### config.mk
export PLATFORM = sky130hd
export DESIGN_NAME = alu_issue_flat
export DESIGN_NICKNAME = d
export VERILOG_FILES = /design/src/rtl/alu_issue_pkg.sv /design/src/rtl/alu_issue_if.sv /design/src/rtl/alu_issue_reg_file.sv /design/src/rtl/alu_issue.sv /design/src/flat_wrapper.sv
export SDC_FILE = /design/constraint.sdc
export NUM_CORES = 1
export LEC_CHECK = 0
export CAP_MARGIN = 30
export CORE_MARGIN = 2
export CORE_UTILIZATION = 42
export DETAILED_ROUTE_END_ITERATION = 16
export PLACE_DENSITY = 0.79
export SLEW_MARGIN = 20
export SYNTH_ARGS = -nofsm -noshare
export SYNTH_HDL_FRONTEND = slang
export SYNTH_SLANG_ARGS = --single-unit
### constraint.sdc
create_clock -name clk -period 1.7 [get_ports clk]
set_input_delay 0.425 -clock clk [delete_from_list [all_inputs] [get_ports clk]]
set_output_delay 0.425 -clock clk [all_outputs]
set_load 0.03 [all_outputs]
### src/rtl/alu_issue_pkg.sv
// Shared types and constants for the ALU issue stage: state encoding, op classes and widths.
package alu_issue_pkg;

    localparam int unsigned DataWidth   = 8;
    localparam int unsigned InstrWidth  = 9;
    localparam int unsigned OpWidth     = 5;
    localparam int unsigned RegIdxWidth = 3;
    localparam int unsigned NumRegs     = 8;

    typedef enum logic [1:0] {
        IDLE = 2'b00,
        EXEC = 2'b01,
        WB   = 2'b10
    } state_e;

    // Op class is op[4:2]
    localparam logic [2:0] CLS_ADD = 3'b000;
    localparam logic [2:0] CLS_CMP = 3'b001;
    localparam logic [2:0] CLS_SRL = 3'b111;

endpackage

### src/rtl/alu_issue_if.sv
// Instruction handshake plus the bus to and from the external combinational ALU.
interface alu_issue_if;
    import alu_issue_pkg::*;

    logic [InstrWidth-1:0] instr;
    logic                  instr_valid;
    logic                  instr_ready;
    logic                  flush;
    logic                  done;

    logic [OpWidth-1:0]    alu_cmd;
    logic [DataWidth-1:0]  alu_inA;
    logic [DataWidth-1:0]  alu_inB;
    logic                  alu_sc_i;
    logic [DataWidth-1:0]  alu_rslt;
    logic                  alu_sc_o;
    logic                  alu_zero;
    logic                  alu_pari;

    // Issue block side
    modport slave (
        input  instr, instr_valid, flush, alu_rslt, alu_sc_o, alu_zero, alu_pari,
        output instr_ready, done, alu_cmd, alu_inA, alu_inB, alu_sc_i
    );

    // Upstream / ALU side
    modport master (
        output instr, instr_valid, flush, alu_rslt, alu_sc_o, alu_zero, alu_pari,
        input  instr_ready, done, alu_cmd, alu_inA, alu_inB, alu_sc_i
    );

endinterface

### src/rtl/alu_issue_reg_file.sv
// 8x8 register file: single write port into R0 (accumulator), reads for rs and debug.
module alu_issue_reg_file
    import alu_issue_pkg::*;
(
    input  logic                   clk,
    input  logic                   rst_n,
    input  logic                   we,
    input  logic [DataWidth-1:0]   wdata,
    input  logic [RegIdxWidth-1:0] rs_addr,
    output logic [DataWidth-1:0]   rs_data,
    input  logic [RegIdxWidth-1:0] dbg_addr,
    output logic [DataWidth-1:0]   dbg_data,
    output logic [DataWidth-1:0]   r0_data
);

    logic [DataWidth-1:0] regs_q [NumRegs];

    always_ff @(posedge clk or negedge rst_n) begin
        if (!rst_n) begin
            for (int unsigned i = 0; i < NumRegs; i++) begin
                regs_q[i] <= '0;
            end
        end else if (we) begin
            regs_q[0] <= wdata;
        end
    end

    assign rs_data  = regs_q[rs_addr];
    assign dbg_data = regs_q[dbg_addr];
    assign r0_data  = regs_q[0];

endmodule

### src/rtl/alu_issue.sv
// Three-state issue stage: accept an instruction, drive the external ALU, then write back R0
// and the architectural flags.
module alu_issue
    import alu_issue_pkg::*;
(
    input  logic                   clk,
    input  logic                   rst_n,
    alu_issue_if.slave             bus,
    output logic                   carry_f,
    output logic                   zero_f,
    output logic                   pari_f,
    output logic                   cmp_f,
    input  logic [RegIdxWidth-1:0] dbg_sel,
    output logic [DataWidth-1:0]   dbg_data
);

    state_e state_q, state_d;

    logic [OpWidth-1:0]     op_q;
    logic [RegIdxWidth-1:0] rs_q;
    logic                   cin_en_q;

    logic [DataWidth-1:0]   rslt_q;
    logic                   sc_q, zero_q, pari_q;

    logic carry_q, zflag_q, pflag_q, cmp_q;

    logic                 accept, capture, in_wb, is_cmp, upd_carry, r0_we;
    logic [2:0]           op_cls;
    logic [DataWidth-1:0] r0_data, rs_data;

    always_comb begin
        state_d = state_q;
        unique case (state_q)
            IDLE:    if (bus.instr_valid) state_d = EXEC;
            EXEC:    state_d = bus.flush ? IDLE : WB;
            WB:      state_d = IDLE;
            default: state_d = IDLE;
        endcase
    end

    always_ff @(posedge clk or negedge rst_n) begin
        if (!rst_n) state_q <= IDLE;
        else        state_q <= state_d;
    end

    assign accept    = (state_q == IDLE) && bus.instr_valid;
    assign capture   = (state_q == EXEC) && !bus.flush;
    assign in_wb     = (state_q == WB);
    assign op_cls    = op_q[4:2];
    assign is_cmp    = (op_cls == CLS_CMP);
    assign upd_carry = in_wb && ((op_cls == CLS_ADD) || (op_cls == CLS_SRL));
    assign r0_we     = in_wb && !is_cmp;

    always_ff @(posedge clk or negedge rst_n) begin
        if (!rst_n) begin
            op_q     <= '0;
            rs_q     <= '0;
            cin_en_q <= 1'b0;
        end else if (accept) begin
            op_q     <= bus.instr[8:4];
            rs_q     <= bus.instr[3:1];
            cin_en_q <= bus.instr[0];
        end
    end

    // A flushed EXEC never reaches WB, so the stale capture is never consumed
    always_ff @(posedge clk or negedge rst_n) begin
        if (!rst_n) begin
            rslt_q <= '0;
            sc_q   <= 1'b0;
            zero_q <= 1'b0;
            pari_q <= 1'b0;
        end else if (capture) begin
            rslt_q <= bus.alu_rslt;
            sc_q   <= bus.alu_sc_o;
            zero_q <= bus.alu_zero;
            pari_q <= bus.alu_pari;
        end
    end

    always_ff @(posedge clk or negedge rst_n) begin
        if (!rst_n) begin
            carry_q <= 1'b0;
            zflag_q <= 1'b0;
            pflag_q <= 1'b0;
            cmp_q   <= 1'b0;
        end else begin
            if (upd_carry) carry_q <= sc_q;
            if (in_wb) begin
                zflag_q <= zero_q;
                pflag_q <= pari_q;
                if (is_cmp) cmp_q <= (rslt_q == 8'h01);
            end
        end
    end

    alu_issue_reg_file reg_file (
        .clk      (clk),
        .rst_n    (rst_n),
        .we       (r0_we),
        .wdata    (rslt_q),
        .rs_addr  (rs_q),
        .rs_data  (rs_data),
        .dbg_addr (dbg_sel),
        .dbg_data (dbg_data),
        .r0_data  (r0_data)
    );

    assign bus.instr_ready = (state_q == IDLE);
    assign bus.done        = in_wb;
    assign bus.alu_cmd     = op_q;
    assign bus.alu_inA     = r0_data;
    assign bus.alu_inB     = rs_data;
    assign bus.alu_sc_i    = carry_q & cin_en_q;

    assign carry_f = carry_q;
    assign zero_f  = zflag_q;
    assign pari_f  = pflag_q;
    assign cmp_f   = cmp_q;

endmodule
### src/flat_wrapper.sv
// flat-port wrapper written by rule: the top's interface ports become plain ports
module alu_issue_flat import alu_issue_pkg::*;
  (clk, rst_n, carry_f, zero_f, pari_f, cmp_f, dbg_sel, dbg_data, bus_instr, bus_instr_valid, bus_flush, bus_alu_rslt, bus_alu_sc_o, bus_alu_zero, bus_alu_pari, bus_instr_ready, bus_done, bus_alu_cmd, bus_alu_inA, bus_alu_inB, bus_alu_sc_i);
  alu_issue_if bus_i ();
  input  logic clk;
  input  logic rst_n;
  output logic carry_f;
  output logic zero_f;
  output logic pari_f;
  output logic cmp_f;
  input  logic [RegIdxWidth-1:0] dbg_sel;
  output logic [DataWidth-1:0] dbg_data;
  input wire logic [$bits(bus_i.instr)-1:0] bus_instr;
  input wire logic [$bits(bus_i.instr_valid)-1:0] bus_instr_valid;
  input wire logic [$bits(bus_i.flush)-1:0] bus_flush;
  input wire logic [$bits(bus_i.alu_rslt)-1:0] bus_alu_rslt;
  input wire logic [$bits(bus_i.alu_sc_o)-1:0] bus_alu_sc_o;
  input wire logic [$bits(bus_i.alu_zero)-1:0] bus_alu_zero;
  input wire logic [$bits(bus_i.alu_pari)-1:0] bus_alu_pari;
  output wire logic [$bits(bus_i.instr_ready)-1:0] bus_instr_ready;
  output wire logic [$bits(bus_i.done)-1:0] bus_done;
  output wire logic [$bits(bus_i.alu_cmd)-1:0] bus_alu_cmd;
  output wire logic [$bits(bus_i.alu_inA)-1:0] bus_alu_inA;
  output wire logic [$bits(bus_i.alu_inB)-1:0] bus_alu_inB;
  output wire logic [$bits(bus_i.alu_sc_i)-1:0] bus_alu_sc_i;
  assign bus_i.instr = bus_instr;
  assign bus_i.instr_valid = bus_instr_valid;
  assign bus_i.flush = bus_flush;
  assign bus_i.alu_rslt = bus_alu_rslt;
  assign bus_i.alu_sc_o = bus_alu_sc_o;
  assign bus_i.alu_zero = bus_alu_zero;
  assign bus_i.alu_pari = bus_alu_pari;
  assign bus_instr_ready = bus_i.instr_ready;
  assign bus_done = bus_i.done;
  assign bus_alu_cmd = bus_i.alu_cmd;
  assign bus_alu_inA = bus_i.alu_inA;
  assign bus_alu_inB = bus_i.alu_inB;
  assign bus_alu_sc_i = bus_i.alu_sc_i;
  alu_issue u_core (.clk(clk), .rst_n(rst_n), .bus(bus_i), .carry_f(carry_f), .zero_f(zero_f), .pari_f(pari_f), .cmp_f(cmp_f), .dbg_sel(dbg_sel), .dbg_data(dbg_data));
endmodule
======== Yosys cells after proc, flatten, opt, wreduce, memory -nomap -nowiden ========
Index checks and enable logic that the tools add are counted.
operators by class
  order comparisons ....................... 2
  equal/unequal tests ..................... 6
  mux-type cells .......................... 9
  bitwise logic cells ..................... 3
  reduce and logical (&&, ||, !) cells .... 10
operators by type and width
  cell                count
  $bmux 8 s3          2
  $mux 8              4
  $eq 8x1->1 const B  1
  $ge 4x4->1 const B  2
  $not 3->4           2
  $logic_and 1x1->1   4
  $mux 2              2
  $pmux 2 s2          1
  $eq 3x1->1 const B  1
  $eq 3x3->1 const B  1
  $logic_not 3->1     1
  $eq 2x1->1 const B  1
  $eq 2x2->1 const B  1
  $logic_not 1->1     2
  $logic_not 2->1     1
  $ne 2x2->1 const B  1
  $reduce_and 2->1    1
  $and 1x1->1         1
  $logic_or 1x1->1    1
word-level totals
  bits in registers ....................... 34
  output and inout bits ................... 36
  logic and storage cells ................. 43

======== Depth between registers and ports, before layout ========
Gate-level depths: netlist (run 1).
  depth after elaboration ................. 4
  gate-level depth with buffers ........... 4
  mapped depth without buffers ............ 4

======== Hierarchy ========
A second synthesis (run 1) with hierarchy kept.
second synthesis, totals
  cell total of the unflattened synthesis .. 115
  area total of the unflattened synthesis .. 1722.9 µm²
by module, submodules not included
  module              times used  cells each  area each (µm²)
  alu_issue           1           76          1094.8
  alu_issue_reg_file  1           39          628.1

======== Worst setup path after synthesis (run 1) ========
Ideal clock, no wire load.
  path type ............................... input -> output
  from .................................... input port dbg_sel[0]
  to ...................................... output port dbg_data[0]
  arrival time ............................ 1.143 ns
  data required time ...................... 1.275 ns
  path slack .............................. 0.132 ns
  stages on the path ...................... 2
  cell sequence ........................... nor3_1 > and2_1
on the way
  word-level cells in the longest chain between the ends .. 4
ends and longest elaborated chain
  what                                        RTL line                  RTL
  start, declared                             flat_wrapper.sv:11        input logic [RegIdxWidth-1:0] dbg_sel;
  $not 3->4 (implied by the code)             alu_issue_reg_file.sv:29  assign dbg_data = regs_q[dbg_addr];
  $bmux 8 s3                                  alu_issue_reg_file.sv:29
  $mux 8 (implied by the code) (2 in series)  alu_issue_reg_file.sv:29
  end, declared                               flat_wrapper.sv:12        output logic [DataWidth-1:0] dbg_data;
Every way passes these cells. The select of a mux whose other input is x is not followed.

======== Worst setup path after layout (run 1) ========
  from .................................... register u_core.rs_q[1]
  to ...................................... output port bus_alu_inB[2]
on the way
  word-level cells in the longest chain between the ends .. 4
ends and longest elaborated chain
  what                                        RTL line                  RTL
  start, declared                             alu_issue.sv:20           logic [RegIdxWidth-1:0] rs_q;
  start signal, assigned                      alu_issue.sv:62           rs_q <= bus.instr[3:1];
  $not 3->4 (implied by the code)             alu_issue_reg_file.sv:28  assign rs_data = regs_q[rs_addr];
  $bmux 8 s3                                  alu_issue_reg_file.sv:28
  $mux 8 (implied by the code) (2 in series)  alu_issue_reg_file.sv:28
  end, declared                               flat_wrapper.sv:24        output wire logic [$bits(bus_i.alu_inB)-1:0] bus_alu_inB;
Every way passes these cells. The select of a mux whose other input is x is not followed.

==> flow_summary.toml, run 1 <==
[critical_path]
cp.required_ns = 1.27
critPathArrivalTime_ns = 1.37
cp_max_fo = 8
end_kind = "output pin"
cp-start-kind = "register"
crit_type = "register to output pin"

[grt]
grtUsageTotal_pct = 17.6
grt_max_degree = 35
overflow = 0
grt_pass1_wl_um = 5510
grt_pass1_vias = 1166
antenna_found_initial = 0

[timing]
finalCritPeriodShare_pct = 106
rsz0062_at_grt = "true"
maxSlewViolCount = 0
finalSetupTns_ns = -0.752
fmax_mhz = 556
relSlewSlack_pct = 71.4
finalWorstSetupSlack_ns = -0.0999
skew_ns = 0.00997
finalSetupViolations = 8
post-route-min-period_ns = 1.80
hold_viol_final = 0
worst_pin_slew_ns = 0.429

[pwr]
seqPwrFrac_pct = 41.9
p_switching_mw = 1.11
pwr_density_cell_mw_per_mm2 = 1260
p_int_mw = 1.83
irDropWorstVdd_mv = 0.842
pwr-share-comb_pct = 42.6
power_frac_clock_pct = 15.5
leakagePower_nw = 1.11
swShare_pct = 37.8

[route]
drc = 0
wl_um = 3380
avgRoutedWirePerCell_um = 14.4
ant_nets = 0
vias = 1131
vias_per_cell = 4.81
firstDrtPassIters = 4
drtIter0Drc = 19

[synthesis]
synth_area_leaders = "dfrtp_1, mux2_2, mux2_4, and2_1, nand2_1"
yosysUniqueCellTypes = 26
synth_commonest_cells = "dfrtp_1, mux2_2, and2_1"
syn_area_per_cell_um2 = 13.9
ys_ff_latch = 34
async_reset_ff_share_pct = 100
ys_warn_count = 56
synth_top_area_share_pct = 55.7
synth_top_area_cell = "dfrtp_1"
synth.most_common_cell = "dfrtp_1"
syn_nets = 137
synth_edf_count = 0
seq_area_frac_synth_pct = 55.7
yosys_most_used_dff = "dfrtp_1"
syn_area_mm2 = 0.00153
synthCells = 110

[die]
core-area_mm2 = 0.00342
num_rows = 21
fp.dieH_um = 64.3
start_util_pct = 44.7
die_area_mm2 = 0.00414
design.portCount = 63
fp.dieW_um = 64.3

[placement]
place_congestion = 0.668
port_buffers = 62
placed_cells = 224
dpl.hpwl_um = 2510
dp_worst_setup_slack_ns = -0.185

[layout]
final_util_pct = 68.6
area_delta_synth_final_pct = 53.5
fillerInstances = 256
drive_gt1_share_pct = 46.6
final_nets = 215
diodes = 0
final_cells = 235

[clock_network]
clk_latency_ns = 0.32
cts_hold_buffers = 0
h-tree-depth = 2
clockBufferDepth = 2
cts_tree = "done"
clock_sinks = 34
cts_root_buffer = "clkbuf_4"
path_clk_slew_ns = 0.10
cts_made_buffers = 5

[status]
status = "complete, but fails checks"
violations = "setup timing"

[hold_path]
hold_path_class = "register to register"

[job]
drv_cap = 0
-- worst max-delay path, stage by stage (launching register included) --
cell	delay (ns)
dfrtp_1	0.41
nor3_2	0.19
buf_4	0.18
and2_1	0.14
buf_6	0.13
-- final timing paths --
check | start | slack, ns | cells past startpoint | endpoint
min in group asynchronous | rst_n | 0.50 | 2 | u_core.rslt_q[3]$_DFFE_PN0P_
worst max-delay path | u_core.rs_q[1]$_DFFE_PN0P_ | -0.1 | 4 | bus_alu_inB[2]
max in group asynchronous | rst_n | 0.87 | 2 | u_core.state_q[1]$_DFFE_PN0P_
worst max register to register | u_core.bus.alu_cmd[4]$_DFFE_PN0P_ | 0.34 | 4 | u_core.reg_file.r0_data[6]$_DFFE_PN0P_
worst min register to register | u_core.zero_q$_DFFE_PN0P_ | 0.47 | 2 | u_core.zero_f$_DFFE_PN0N_
worst min-delay path | u_core.zero_q$_DFFE_PN0P_ | 0.47 | 2 | u_core.zero_f$_DFFE_PN0N_
-- power by group through the flow --
| stage | Sequential (mW) | Clock (mW) | Combinational (mW) |
|---|---|---|---|
| finish | 1.23 | 0.456 | 1.26 |
| global route | 1.27 | 0.502 | 1.33 |
| CTS | 1.23 | 0.470 | 1.26 |
| detailed placement | 1.24 | 0 | 1.30 |
| global placement | 1.22 | 0 | 1.27 |
| floorplan | 1.50 | 0 | 0.459 |
-- metrics by stage --
| step | hold WS, ns | power (mW) | area, um^2 |
|---|---|---|---|
| 2_1_floorplan | 0.129 | 1.96 | 1530 |
| 3_3_place_gp | 0.445 | 2.49 | 2190 |
| 3_5_place_dp | 0.448 | 2.54 | 2190 |
| 4_1_cts | 0.472 | 2.95 | 2320 |
| 5_1_grt | 0.482 | 3.10 | 2340 |
| 6_report | 0.469 | 2.94 | 2340 |
-- flip-flops by register name, indices dropped and copies added, names as in the netlist --
register                 cells
u_core.bus.alu_cmd           5
u_core.carry_f               1
u_core.cin_en_q              1
u_core.cmp_f                 1
u_core.pari_f                1
u_core.pari_q                1
u_core.reg_file.r0_data      8
u_core.rs_q                  3
u_core.rslt_q                8
u_core.sc_q                  1
u_core.state_q               2
u_core.zero_f                1
u_core.zero_q                1
-- final cells by class --
class | instances | area [um^2] | area share, %
inverters | 2 | 7.51 | 0.320
multi-input cells | 72 | 682 | 29.1
clock inverters | 1 | 5.00 | 0.213
well taps | 46 | 57.6 | 2.45
clock buffers | 7 | 55.1 | 2.35
repair buffers | 73 | 686 | 29.2
flip-flops and latches | 34 | 852 | 36.3
-- cell usage in the layout, fill, tap and decap left out, types with 2 or more instances in the layout --
cell	n
nor2_1	3
buf_6	16
clkbuf_2	2
and2_4	13
clkbuf_4	5
mux2_4	9
nand2_1	7
buf_4	13
and2_1	5
dfrtp_1	33
mux2_2	19
nor3_2	2
dlygate4sd2_1	18
clkdlybuf4s50_1	23
-- timing repair --
item                                    in CTS  in global routing
endpoints found under the setup margin      34                 18
pin swaps                                    5                  1
setup buffers                                3                  0
gates resized for setup                     42                 15
-- routing by layer --
metal  part of all wire (%)  vias up  wire (um)  global-route usage, %
li1                       -      539          -                      -
met1                     40      556       1370                   20.9
met2                     54       34       1830                   31.0
met3                    4.8        2        161                   4.23
met4                   0.65        0         22                   6.38
met5                      0        -          0                      0
-- cells by family (layout without fill, tap and decap cells) --
family | after synthesis | count (layout) | synth area share [%]
buffers and inverters | 4 | 83 | 2.29
flip-flops | 34 | 34 | 55.7
AND/OR/NAND/NOR | 38 | 38 | 15.6
multiplexers | 28 | 28 | 22.9
AO/OA/AOI/OAI | 6 | 6 | 3.60
No activity file was read; power rests on OpenSTA's default activity.
==> run 2, diff against run 1 <==
CTS_CLUSTER_DIAMETER = 200   (was unset)
==> results of run 2 <==
The final DEF is identical to that of run 1; final timing and power are the same.
